### config.mk
export PLATFORM = sky130hd
export DESIGN_NAME = freq_meter
export DESIGN_NICKNAME = d
export VERILOG_FILES = /design/src/rtl/freq_meter.sv
export SDC_FILE = /design/constraint.sdc
export NUM_CORES = 1
export LEC_CHECK = 0
export ABC_CLOCK_PERIOD_IN_PS = 3800
export BUFFER_PORTS_ARGS = -buffer_cell sky130_fd_sc_hd__buf_2
export CORE_MARGIN = 5
export CORE_UTILIZATION = 55
export DETAILED_ROUTE_END_ITERATION = 6
export GPL_TIMING_DRIVEN = 0
export PLACE_DENSITY = 0.74
export SYNTH_ARGS = -nofsm -noshare
export SYNTH_HDL_FRONTEND = slang
export SYNTH_SLANG_ARGS = --single-unit
### constraint.sdc
create_clock -name clk -period 3.8 [get_ports clk]
set_input_delay 0.76 -clock clk [delete_from_list [all_inputs] [get_ports clk]]
set_output_delay 0.76 -clock clk [all_outputs]
set_load 0.005 [all_outputs]
### src/rtl/freq_meter.sv
// Gated edge counter: counts synchronized rising edges of sig_in over back-to-back
// windows of GATE_CYCLES clocks and reports each completed window with a valid strobe.
module freq_meter #(
    parameter int CLK_FREQ    = 100_000_000,
    parameter int GATE_CYCLES = 100_000_000,
    parameter int CNT_W       = 31
) (
    input  logic             clk,
    input  logic             rst,
    input  logic             en,
    input  logic             sig_in,
    output logic [CNT_W-1:0] count_out,
    output logic             valid,
    output logic             overflow,
    output logic             no_signal,
    output logic             busy,
    output logic             dbg_state
);

    localparam int GW = (GATE_CYCLES > 2) ? $clog2(GATE_CYCLES) : 1;
    localparam logic [GW-1:0]    GATE_LAST = GW'(GATE_CYCLES - 1);
    localparam logic [CNT_W-1:0] CNT_MAX   = '1;
    localparam logic [CNT_W-1:0] CNT_ONE   = CNT_W'(1);

    generate
        if (GATE_CYCLES < 2 || CLK_FREQ < 1) begin : g_bad_params
            $error("freq_meter: GATE_CYCLES must be at least 2 and CLK_FREQ positive");
        end
    endgenerate

    typedef enum logic {S_IDLE, S_GATE} state_t;

    state_t           r_state;
    logic             r_s1, r_s2, r_s3;
    logic [GW-1:0]    r_gate_cnt;
    logic [CNT_W-1:0] r_edge_cnt;
    logic             r_ovf;
    logic [CNT_W-1:0] r_count;
    logic             r_valid;
    logic             r_overflow;
    logic             r_no_signal;
    logic             r_busy;

    logic             w_edge;
    logic             w_last;
    logic             w_sat;
    logic [CNT_W-1:0] w_next_cnt;
    logic             w_next_ovf;

    // s1 absorbs metastability; the edge is taken from the settled s2/s3 pair.
    assign w_edge     = r_s2 & ~r_s3;
    assign w_last     = (r_gate_cnt == GATE_LAST);
    assign w_sat      = (r_edge_cnt == CNT_MAX);
    assign w_next_cnt = (w_edge && !w_sat) ? (r_edge_cnt + CNT_ONE) : r_edge_cnt;
    assign w_next_ovf = r_ovf | (w_edge & w_sat);

    always_ff @(posedge clk or posedge rst) begin
        if (rst) begin
            r_state     <= S_IDLE;
            r_s1        <= 1'b0;
            r_s2        <= 1'b0;
            r_s3        <= 1'b0;
            r_gate_cnt  <= '0;
            r_edge_cnt  <= '0;
            r_ovf       <= 1'b0;
            r_count     <= '0;
            r_valid     <= 1'b0;
            r_overflow  <= 1'b0;
            r_no_signal <= 1'b0;
            r_busy      <= 1'b0;
        end else begin
            r_s1    <= sig_in;
            r_s2    <= r_s1;
            r_s3    <= r_s2;
            r_valid <= 1'b0;
            case (r_state)
                S_IDLE: begin
                    if (en) begin
                        r_state    <= S_GATE;
                        r_busy     <= 1'b1;
                        r_gate_cnt <= '0;
                        r_edge_cnt <= '0;
                        r_ovf      <= 1'b0;
                    end
                end
                S_GATE: begin
                    if (w_last) begin
                        // The edge seen in the last gate cycle still belongs to this window.
                        r_count     <= w_next_cnt;
                        r_overflow  <= w_next_ovf;
                        r_no_signal <= (w_next_cnt == '0);
                        r_valid     <= 1'b1;
                        r_gate_cnt  <= '0;
                        r_edge_cnt  <= '0;
                        r_ovf       <= 1'b0;
                        if (!en) begin
                            r_state <= S_IDLE;
                            r_busy  <= 1'b0;
                        end
                    end else if (!en) begin
                        r_state    <= S_IDLE;
                        r_busy     <= 1'b0;
                        r_gate_cnt <= '0;
                        r_edge_cnt <= '0;
                        r_ovf      <= 1'b0;
                    end else begin
                        r_gate_cnt <= r_gate_cnt + GW'(1);
                        r_edge_cnt <= w_next_cnt;
                        r_ovf      <= w_next_ovf;
                    end
                end
                default: begin
                    r_state <= S_IDLE;
                    r_busy  <= 1'b0;
                end
            endcase
        end
    end

    assign count_out = r_count;
    assign valid     = r_valid;
    assign overflow  = r_overflow;
    assign no_signal = r_no_signal;
    assign busy      = r_busy;
    assign dbg_state = (r_state == S_GATE);

endmodule
; Yosys cells after proc, flatten, opt, wreduce, memory -nomap -nowiden
; Cells that the tools add are included.
[op_classes]
n_bitwise = 5
n_eq_ne = 4
reduce_logical = 5
addsub = 2
mux = 19
[ops]
columns = cell, count
row1 = 31-bit 2-to-1 mux, 4
row2 = 27-bit 2-to-1 mux, 3
row3 = 31-bit one-hot mux with 2 select lines, 1
row4 = 27-bit one-hot mux with 2 select lines, 1
row5 = 31-bit by 1-bit adder with 31-bit output (second input constant), 1
row6 = 31-bit equality test (second input constant), 1
row7 = 31-bit logical NOT, 1
row8 = 27-bit by 1-bit adder with 27-bit output (second input constant), 1
row9 = 27-bit equality test (second input constant), 1
row10 = 1-bit 2-to-1 mux, 8
row11 = 2-bit inequality test (second input constant), 2
row12 = 1-bit one-hot mux with 2 select lines, 2
row13 = 2-bit AND reduction, 2
row14 = 1-bit AND, 2
row15 = 1-bit NOT, 2
row16 = 1-bit logical AND, 1
row17 = 1-bit logical NOT, 1
row18 = 1-bit bitwise OR, 1
[word_totals]
ff_bits = 98
in_bits = 4

; Logic depth before layout (Yosys ltp)
; Gate-level depths: netlist of run 1.
[depth]
ltp_word = 7
mapped_depth = 11
ltp_nobuf = 9

; Least setup slack after synthesis of run 1
; Ideal clock, no wire load.
[synth_timing]
kind = flip-flop to flip-flop
from = register r_edge_cnt[0]
to = register r_no_signal (netlist: no_signal)
synth_period_minus_slack_ps = 2575
stages_incl_launch_ff = 11
setup_time_ps = 66
arrival_time_ps = 2509
required_ps = 3734
slack_ps = 1225
cell_sequence = dfrtp_1 ha_1 nand4_2 nor4_4 and3_1 buf_6 nor2_2 and3_4 or4_1 o21ai_1 a22o_1
[synth_between]
elab_chain_len = 5
word_cells_on_any_way = 6
cone_classes = add/sub (1) / eq/ne (1) / mux (1) / reduce/logical (3)
[synth_rtl]
columns = item, line_no
row1 = start: declaration, 36  ; logic [CNT_W-1:0] r_edge_cnt;
row2 = start signal: assignment, 108  ; r_edge_cnt <= w_next_cnt;
row3 = "parallel branches: the longest is 3 deep, another holds 31-bit by 1-bit adder with 31-bit output", n/a
row4 = 31-bit 2-to-1 mux (*), 54  ; assign w_next_cnt = (w_edge && !w_sat) ? (r_edge_cnt + CNT_ONE) : r_edge_cnt;
row5 = 31-bit logical NOT (*), 91  ; r_no_signal <= (w_next_cnt == '0);
row6 = end signal: assignment, 91
row7 = end: declaration, 41  ; logic r_no_signal;
; Mark *: on every way between the ends.
; A chain may end at the register's enable or synchronous reset.

; Worst setup path in the final report of run 1
[layout_timing]
from = register r_gate_cnt[0]
to = register r_gate_cnt[12]
[layout_between]
elab_chain_len = 4
word_cells_on_any_way = 5
cone_classes = add/sub (1) / eq/ne (1) / mux (3)
[layout_rtl]
columns = item, line_no
row1 = start: declaration, 35  ; logic [GW-1:0] r_gate_cnt;
row2 = start signal: assignment, 107  ; r_gate_cnt <= r_gate_cnt + GW'(1);
row3 = 27-bit by 1-bit adder with 27-bit output, 107
row4 = 27-bit 2-to-1 mux, 100  ; end else if (!en) begin
row5 = 27-bit 2-to-1 mux (*), 87  ; if (w_last) begin
row6 = 27-bit one-hot mux with 2 select lines (*), 76  ; case (r_state)
; Every way passes the cells marked *; elsewhere a longest branch is shown, timed or not.

==> results of run 1 <==
[final cells by class]
class	count	area, µm²
Fill cell	892	3670
Multi-Input combinational cell	449	2670
Sequential cell	98	2450
Timing Repair Buffer	40	223
Buffer	42	203
Tap cell	133	166
Clock buffer	12	145
Clock inverter	4	73.8
Inverter	10	40.0
[metrics by stage]
stage	cells	worst slack, ps	cell area (µm²)	total power, mW	utilization
after global routing	788	136	5970	1.98	0.619
after detailed placement	772	483	5750	1.17	0.597
after CTS	788	458	5970	1.92	0.619
final	788	400	5970	1.91	0.619
after floorplan	599	478	5360	1.13	-
after global placement	771	-618	5720	1.16	0.593
[cells in the final DEF, fill, tap and decap left out, drive strengths merged, types with 7 or more instances in the layout]
cell	instances
nand3	26
xnor2	25
and2	7
nor2	51
o21ai	80
dfrtp	98
nand4	12
buf	59
a21oi	12
inv	11
xor2	23
nand2	85
o31ai	10
clkbuf	35
and3	24
nor3	18
[worst min-delay path by stage]
stage               cells past startpoint  slack [ps]                        to
global route                            2         370  count_out[1]$_DFFE_PP0P_
CTS                                     2         350  count_out[1]$_DFFE_PP0P_
floorplan                               0         330            r_s2$_DFF_PP0_
finish                                  2         340  count_out[1]$_DFFE_PP0P_
detailed placement                      0         350            r_s2$_DFF_PP0_
global placement                        0         330            r_s2$_DFF_PP0_
[logic make-up (layout without fill, tap and decap cells)]
kind of cell,count (synthesis),count (layout),synth area share
buffers and inverters,52,108,0.0448
AOI/OAI and AO/OA,128,128,0.145
xor gates and xnor gates,48,48,0.0784
adders and majority gates,3,3,0.00701
muxes,12,12,0.0238
and+or+nand+nor,258,258,0.244
DFF,98,98,0.458
[worst max-delay path: stages (launching register included)]
cell      delay [ps]
dfrtp_1          420
ha_1             240
and3_1           180
clkbuf_1         150
nand3_1          240
nor4_1           140
or3_1            330
buf_2            200
nor2_1           530
clkbuf_1         580
nand2_1           90
o21ai_0          210
[power groups by stage]
stage | Combinational, mW | Clock (mW) | Sequential [mW]
6_report | 0.0964 | 0.761 | 1.05
5_1_grt | 0.107 | 0.815 | 1.05
4_1_cts | 0.0966 | 0.771 | 1.05
3_5_place_dp | 0.0964 | 0 | 1.07
3_3_place_gp | 0.0905 | 0 | 1.07
2_1_floorplan | 0.0590 | 0 | 1.07
[per-layer routing]
layer | share of wire | GRT usage | up-vias
li1 | - | - | 2197
met1 | 0.44 | 0.327 | 2274
met2 | 0.47 | 0.410 | 159
met3 | 0.053 | 0.0343 | 41
met4 | 0.038 | 0.128 | 0
met5 | 0 | 0 | -
[Yosys cell counts (3+ instances only)]
cell,n,area share
xnor2_1,25,0.041
dfrtp_1,98,0.46
and3_1,23,0.027
nor2b_1,6,0.0070
clkbuf_1,23,0.016
o21ai_0,76,0.071
mux2_2,6,0.013
or3_1,3,0.0035
a31oi_1,5,0.0058
nand2_1,85,0.060
nand3_1,26,0.024
nor3_1,17,0.016
buf_2,12,0.011
and4_1,3,0.0049
o21ai_1,4,0.0037
ha_1,3,0.0070
a21oi_1,12,0.011
mux2i_1,6,0.011
a311oi_1,3,0.0049
xor2_1,23,0.038
nor4_1,5,0.0058
nor2_1,49,0.034
nand4_1,10,0.012
buf_4,4,0.0056
nor4b_1,3,0.0049
nor3b_1,3,0.0042
and2_1,7,0.0082
inv_1,10,0.0070
o31ai_1,10,0.014
==> flow_metrics.tcl, run 1 <==
set metrics [dict create \
    htree_levels 3 \
    gp_congestion 0.911 \
    synth_area_um2 5360 \
    min_path_type "in2async" \
    critPathCaptureType "flop" \
    cts_root_buf "clkbuf_8" \
    grt_pass1_wl_um 22900 \
    synth-edff-count 0 \
    tns_ps 0 \
    fin_skew_ps 14.1 \
    yosysWarningCount 0 \
    ys.flop_type "dfrtp_1" \
    drive_gt1_frac 0.140 \
    ys_types 59 \
    avgSynthCellArea_um2 8.95 \
    switching_share 0.234 \
    ys_async_sr_fraction 1.00 \
    vias 4671 \
    drc_errors 0 \
    tightest_slew_ps 788 \
    rsz0062_at_grt "no" \
    grt_max_degree 74 \
    holdBufCountCts 0 \
    cts_buffers 9 \
    reg2reg_to "r_gate_cnt[12]$_DFFE_PP0P_" \
    arrival_ps 3700 \
    min_period_ps 3400 \
    cts_resized 0 \
    p_leak_nw 2.68 \
    critPathRequiredTime_ps 4100 \
    pwr-share-clk 0.398 \
    cts_buffer_depth 2 \
    reg2regPathDepth 11 \
    switching_power_mw 0.448 \
    syn-instance-count 599 \
    p_int_mw 1.46 \
    max_clock_freq_mhz 294 \
    yosysSeqAreaShare 0.458 \
    reg2reg_setup_slack_ps 400 \
    die_width_um 109 \
    cellPowerDensity_nw_per_um2 320 \
    cts_tree "yes" \
    design.die.area_um2 11800 \
    finalCritPeriodShare 0.895 \
    drt_iter0_drc 319 \
    cts.sinks 98 \
    port_buffers 39 \
    clk_pin_slew_ps 100 \
    peakVddDrop_uv 175 \
    track_usage 0.251 \
    insertion_delay_ps 390 \
    setup.worst_path.class "reg2reg" \
    postCtsSetupRepairBufs 0 \
    finalMaxSlewViolations 0 \
    cp-startpoint "r_gate_cnt[0]$_DFFE_PP0P_" \
    rows 36 \
    holdWs_ps 343 \
    max-slew-margin-rel 0.473 \
    pwr-share-comb 0.050 \
    finalWirelength_um 13900 \
    avgViaCountPerCell 5.93 \
    r2r-start "r_gate_cnt[0]$_DFFE_PP0P_" \
    dp_hpwl_um 9990 \
    wl_per_cell_um 17.7 \
    diodes 0 \
    first_global_vias 4568 \
    pin_count 40 \
    yosys_register_bits 98 \
    die_height_um 109 \
    firstDrtPassIters 5 \
    antenna_found_initial 0 \
    status "finished, final reports clean" \
    syn_nets 606 \
    nets 657 \
    start_kind "flop" \
    p_seq_frac 0.551 \
    endpoint "r_gate_cnt[12]$_DFFE_PP0P_" \
    setup_violations 0 \
    syn_to_final_growth_pct 11.4 \
    core-area_um2 9640 \
    maxCapViolations 0 \
    gr-total-overflow 0 \
    cp_max_fo 10 \
    detail-route-antenna-nets 0 \
    finalHoldViolCount 0 \
    start_util 0.556 \
]
(Power assumes the default switching activity.)
==> inputs of run 2 (changes only) <==
--- a/config.mk
+++ b/config.mk
@@ -9,9 +9,10 @@
 export BUFFER_PORTS_ARGS = -buffer_cell sky130_fd_sc_hd__buf_2
 export CORE_MARGIN = 5
 export CORE_UTILIZATION = 55
+export CTS_BUF_LIST = sky130_fd_sc_hd__clkbuf_4 sky130_fd_sc_hd__clkbuf_8 sky130_fd_sc_hd__clkbuf_16
 export DETAILED_ROUTE_END_ITERATION = 6
 export GPL_TIMING_DRIVEN = 0
-export PLACE_DENSITY = 0.74
+export PLACE_DENSITY_LB_ADDON = 0.1
 export SYNTH_ARGS = -nofsm -noshare
 export SYNTH_HDL_FRONTEND = slang
 export SYNTH_SLANG_ARGS = --single-unit
==> flow_metrics.tcl, run 2 (synthesis gave the netlist of run 1 again) <==
set metrics [dict create \
    arrival_ps 3590 \
    finalCritPeriodShare 0.880 \
    reg2regPathDepth 10 \
    min_path_type "in2async" \
    track_usage 0.244 \
    gp_congestion 0.911 \
    finalHoldViolCount 0 \
    cts_root_buf "clkbuf_8" \
    setup.worst_path.class "reg2reg" \
    critPathBufInv 3 \
    p_leak_nw 2.67 \
    syn_to_final_growth_pct 11.3 \
    slowest_stage "nor4_1" \
    critPathCaptureType "flop" \
    max-slew-margin-rel 0.476 \
    core-area_um2 9640 \
    p_seq_frac 0.557 \
    tightest_slew_ps 783 \
    pin_count 40 \
    pwr-share-clk 0.391 \
    grt_pass1_wl_um 22200 \
    p_int_mw 1.45 \
    worstSetupPathDepth 10 \
    cts_buffers 9 \
    layout_commonest_cell "dfrtp_1" \
    rows 36 \
    clk_pin_slew_ps 80 \
    place_ws_ps 503 \
    fin_util 0.619 \
    wl_per_cell_um 17.2 \
    design.die.area_um2 11800 \
    switching_power_mw 0.443 \
    grt_max_degree 72 \
    max_stage_delay_ps 610 \
    critPathRequiredTime_ps 4040 \
    min_period_ps 3340 \
    gr-total-overflow 0 \
    start_util 0.556 \
    firstDrtPassIters 5 \
    pwr-share-comb 0.051 \
    detail-route-antenna-nets 0 \
    final_cell_mix "98 x dfrtp_1, 85 x nand2_1, 76 x o21ai_0, 51 x buf_2, 49 x nor2_1" \
    cts.sinks 98 \
    first_global_vias 4380 \
    holdBufCountCts 0 \
    postPlaceCellArea_um2 5750 \
    insertion_delay_ps 390 \
    port_buffers 39 \
    max_clock_freq_mhz 299 \
    cp_max_fo 10 \
    avgViaCountPerCell 5.82 \
    start_kind "flop" \
    tns_ps 0 \
    fin_skew_ps 15.7 \
    drc_errors 0 \
    grt_util_met1 0.321 \
    dp_hpwl_um 9790 \
    diodes 0 \
    cellPowerDensity_nw_per_um2 317 \
    status "finished, final reports clean" \
    postCtsSetupRepairBufs 0 \
    maxCapViolations 0 \
    final_area_um2 5960 \
    htree_levels 3 \
    drive_gt1_frac 0.142 \
    peakVddDrop_uv 174 \
    crit_family "simple AND/OR/NAND/NOR gates" \
    grtUsageMet2 0.406 \
    drt_iter0_drc 200 \
    cts_tree "yes" \
    nets 657 \
    die_width_um 109 \
    path_cells "ha_1 -> and3_1 -> clkbuf_1 -> nand3_1 -> nor4_1 -> or3_1 -> buf_2 -> nand2b_1 -> clkbuf_1 -> o21ai_0" \
    switching_share 0.235 \
    reg2reg_setup_slack_ps 460 \
    vias 4584 \
    cts_buffer_depth 2 \
    rsz0062_at_grt "no" \
    cts_resized 0 \
    die_height_um 109 \
    cp_common_cell "clkbuf_1" \
    antenna_found_initial 0 \
    setup_violations 0 \
    finalWirelength_um 13500 \
    setup_slack_ps 455 \
    busiest_layer "met2" \
    gr-usage-met3 0.0355 \
    finalMaxSlewViolations 0 \
]
## run 2: final timing paths
kind                                                start                          to
worst max register to register  r_gate_cnt[0]$_DFFE_PP0P_   r_edge_cnt[3]$_DFFE_PP0P_
worst max-delay path            r_gate_cnt[0]$_DFFE_PP0P_   r_edge_cnt[3]$_DFFE_PP0P_
worst min register to register             r_s1$_DFF_PP0_              r_s2$_DFF_PP0_
max in group asynchronous                             rst  r_edge_cnt[17]$_DFFE_PP0P_
worst min-delay path                                  rst    count_out[4]$_DFFE_PP0P_
min in group clk                           r_s1$_DFF_PP0_              r_s2$_DFF_PP0_
## run 2: area by class of cell
class | count | area, µm²
fill | 863 | 3680
multi-input combinational | 449 | 2670
sequential | 98 | 2450
timing repair buffer | 40 | 223
buffer | 42 | 203
tap | 133 | 166
clock buffer | 10 | 131
clock inverter | 5 | 80.1
inverter | 10 | 40.0
## run 2: routing by layer
| layer | share of wire | up-vias | wire [µm] |
|---|---|---|---|
| li1 | - | 2196 | - |
| met5 | 0 | - | 0 |
| met3 | 0.052 | 26 | 706 |
| met1 | 0.44 | 2233 | 5980 |
| met2 | 0.49 | 129 | 6580 |
| met4 | 0.021 | 0 | 280 |
## run 2: power by group through the flow
stage                     clock network, mW  registers (mW)  logic (mW)
final                                 0.739            1.05      0.0967
after global routing                  0.792            1.05       0.109
after CTS                             0.745            1.05      0.0975
after detailed placement                  0            1.07      0.0969
after global placement                    0            1.07      0.0910
after floorplan                           0            1.07      0.0590
## run 2: stage by stage
step | instances | power [mW] | hold WS [ps]
final | 787 | 1.89 | 356
after global placement | 771 | 1.16 | 334
after detailed placement | 772 | 1.17 | 336
after floorplan | 599 | 1.13 | 331
after global routing | 787 | 1.95 | 382
after CTS | 787 | 1.89 | 359
==> inputs of run 3 (changes only) <==
--- a/config.mk
+++ b/config.mk
@@ -12,7 +12,7 @@
 export CTS_BUF_LIST = sky130_fd_sc_hd__clkbuf_4 sky130_fd_sc_hd__clkbuf_8 sky130_fd_sc_hd__clkbuf_16
 export DETAILED_ROUTE_END_ITERATION = 6
 export GPL_TIMING_DRIVEN = 0
-export PLACE_DENSITY_LB_ADDON = 0.1
+export PLACE_DENSITY = 0.74
 export SYNTH_ARGS = -nofsm -noshare
 export SYNTH_HDL_FRONTEND = slang
 export SYNTH_SLANG_ARGS = --single-unit
==> flow_metrics.tcl, run 3 (synthesis gave the netlist of run 1 again) <==
set metrics [dict create \
    busiest_layer "met2" \
    htree_levels 3 \
    gp_congestion 0.911 \
    start_util 0.556 \
    rsz0062_at_grt "no" \
    postCtsSetupRepairBufs 0 \
    grtUsageMet2 0.410 \
    gr-usage-met3 0.0343 \
    peakVddDrop_uv 175 \
    critPathRequiredTime_ps 4100 \
    max_stage_delay_ps 580 \
    cts.sinks 98 \
    p_int_mw 1.48 \
    port_buffers 39 \
    finalNonFillerCells 788 \
    finalWirelength_um 14000 \
    drive_gt1_frac 0.144 \
    nFillCells 891 \
    design.die.area_um2 11800 \
    holdBufCountCts 0 \
    antenna_found_initial 0 \
    cp_common_cell "clkbuf_1" \
    status "finished, final reports clean" \
    cp_max_fo 10 \
    min_path_type "in2async" \
    p_leak_nw 2.69 \
    arrival_ps 3700 \
    total_power_mw 1.93 \
    finalHoldViolCount 0 \
    grt_max_degree 74 \
    nets 657 \
    finalCritPeriodShare 0.895 \
    detail-route-antenna-nets 0 \
    critPathCaptureType "flop" \
    die_height_um 109 \
    slowest_stage "clkbuf_1" \
    cts_resized 0 \
    drt_iter0_drc 325 \
    setup.worst_path.class "reg2reg" \
    syn_to_final_growth_pct 11.5 \
    first_global_vias 4568 \
    pwr-share-comb 0.050 \
    cts_tree "yes" \
    pwr-share-clk 0.403 \
    diodes 0 \
    reg2regPathDepth 11 \
    min_period_ps 3400 \
    firstDrtPassIters 5 \
    die_width_um 109 \
    finalMaxSlewViolations 0 \
    switching_power_mw 0.448 \
    start_kind "flop" \
    wl_per_cell_um 17.7 \
    layout_commonest_cell "dfrtp_1" \
    grt_pass1_wl_um 22900 \
    max-slew-margin-rel 0.470 \
    tns_ps 0 \
    avgViaCountPerCell 5.91 \
    cts_buffer_depth 2 \
    cts_buffers 9 \
    pin_count 40 \
    dp_hpwl_um 9990 \
    path_cells "ha_1 -> and3_1 -> clkbuf_1 -> nand3_1 -> nor4_1 -> or3_1 -> buf_2 -> nor2_1 -> clkbuf_1 -> nand2_1 -> o21ai_0" \
    tightest_slew_ps 784 \
    maxCapViolations 0 \
    fin_skew_ps 15.1 \
    cellPowerDensity_nw_per_um2 322 \
    switching_share 0.233 \
    insertion_delay_ps 390 \
    gr-total-overflow 0 \
    drc_errors 0 \
    core-area_um2 9640 \
    final_area_um2 5980 \
    setup_violations 0 \
    final_cell_mix "98 x dfrtp_1, 85 x nand2_1, 76 x o21ai_0, 51 x buf_2, 49 x nor2_1" \
    cts_root_buf "clkbuf_8" \
    postPlaceCellArea_um2 5750 \
    rows 36 \
    p_seq_frac 0.547 \
    clk_pin_slew_ps 100 \
    track_usage 0.251 \
    dp_cells 772 \
    max_clock_freq_mhz 294 \
    vias 4656 \
    grt_util_met1 0.327 \
]
## run 3: cell types whose count changed in the layout (fill, tap and decap cells not counted), sizes merged
cell | previous run | this run
clkinvlp | 2 | 0
inv | 10 | 11
clkbuf | 33 | 35
## run 3: layout make-up
cell class	instances	area, µm²	share of cell area
multi-input combinational	449	2670	0.446
clock inverter	4	73.8	0.0124
tap	133	166	0.0278
clock buffer	12	153	0.0255
buffer	42	203	0.0339
inverter	10	40.0	0.00670
timing repair buffer	40	223	0.0373
sequential	98	2450	0.410
## run 3: metal layers
layer  wire (µm)  part of all wire
met4         562             0.040
met5           0                 0
met2        6540              0.47
met3         772             0.055
met1        6100              0.44
## run 3: path summary, 6_finish.rpt
path	startpoint	to	slack, ps
setup / recovery	r_gate_cnt[0]$_DFFE_PP0P_	r_gate_cnt[12]$_DFFE_PP0P_	400
hold / removal	rst	count_out[1]$_DFFE_PP0P_	340
setup reg to reg	r_gate_cnt[0]$_DFFE_PP0P_	r_gate_cnt[12]$_DFFE_PP0P_	400
hold reg to reg	r_s1$_DFF_PP0_	r_s2$_DFF_PP0_	350
max in group asynchronous	rst	r_gate_cnt[22]$_DFFE_PP0P_	2780
min in group clk	r_s1$_DFF_PP0_	r_s2$_DFF_PP0_	350
## run 3: per-stage QoR
stage | setup WS [ps] | utilization | hold slack (ps)
after global placement | -618 | 0.593 | 333
after detailed placement | 483 | 0.597 | 346
after global routing | 136 | 0.620 | 367
after floorplan | 478 | - | 331
final | 398 | 0.620 | 343
after CTS | 458 | 0.620 | 347
## run 3: critical path: cells and delay by family, from the launching register on
| kind | cells | cell delay, ps |
|---|---|---|
| compound gates | 1 | 210 |
| fa+ha+maj | 1 | 240 |
| buf+inv | 3 | 930 |
| flops | 1 | 420 |
| simple gates | 6 | 1520 |
## run 3: power groups by stage
stage,registers [mW],clock network (mW),logic (mW)
2_1_floorplan,1.07,0,0.0590
5_1_grt,1.05,0.829,0.107
3_5_place_dp,1.07,0,0.0964
6_report,1.05,0.776,0.0966
3_3_place_gp,1.07,0,0.0905
4_1_cts,1.05,0.785,0.0966
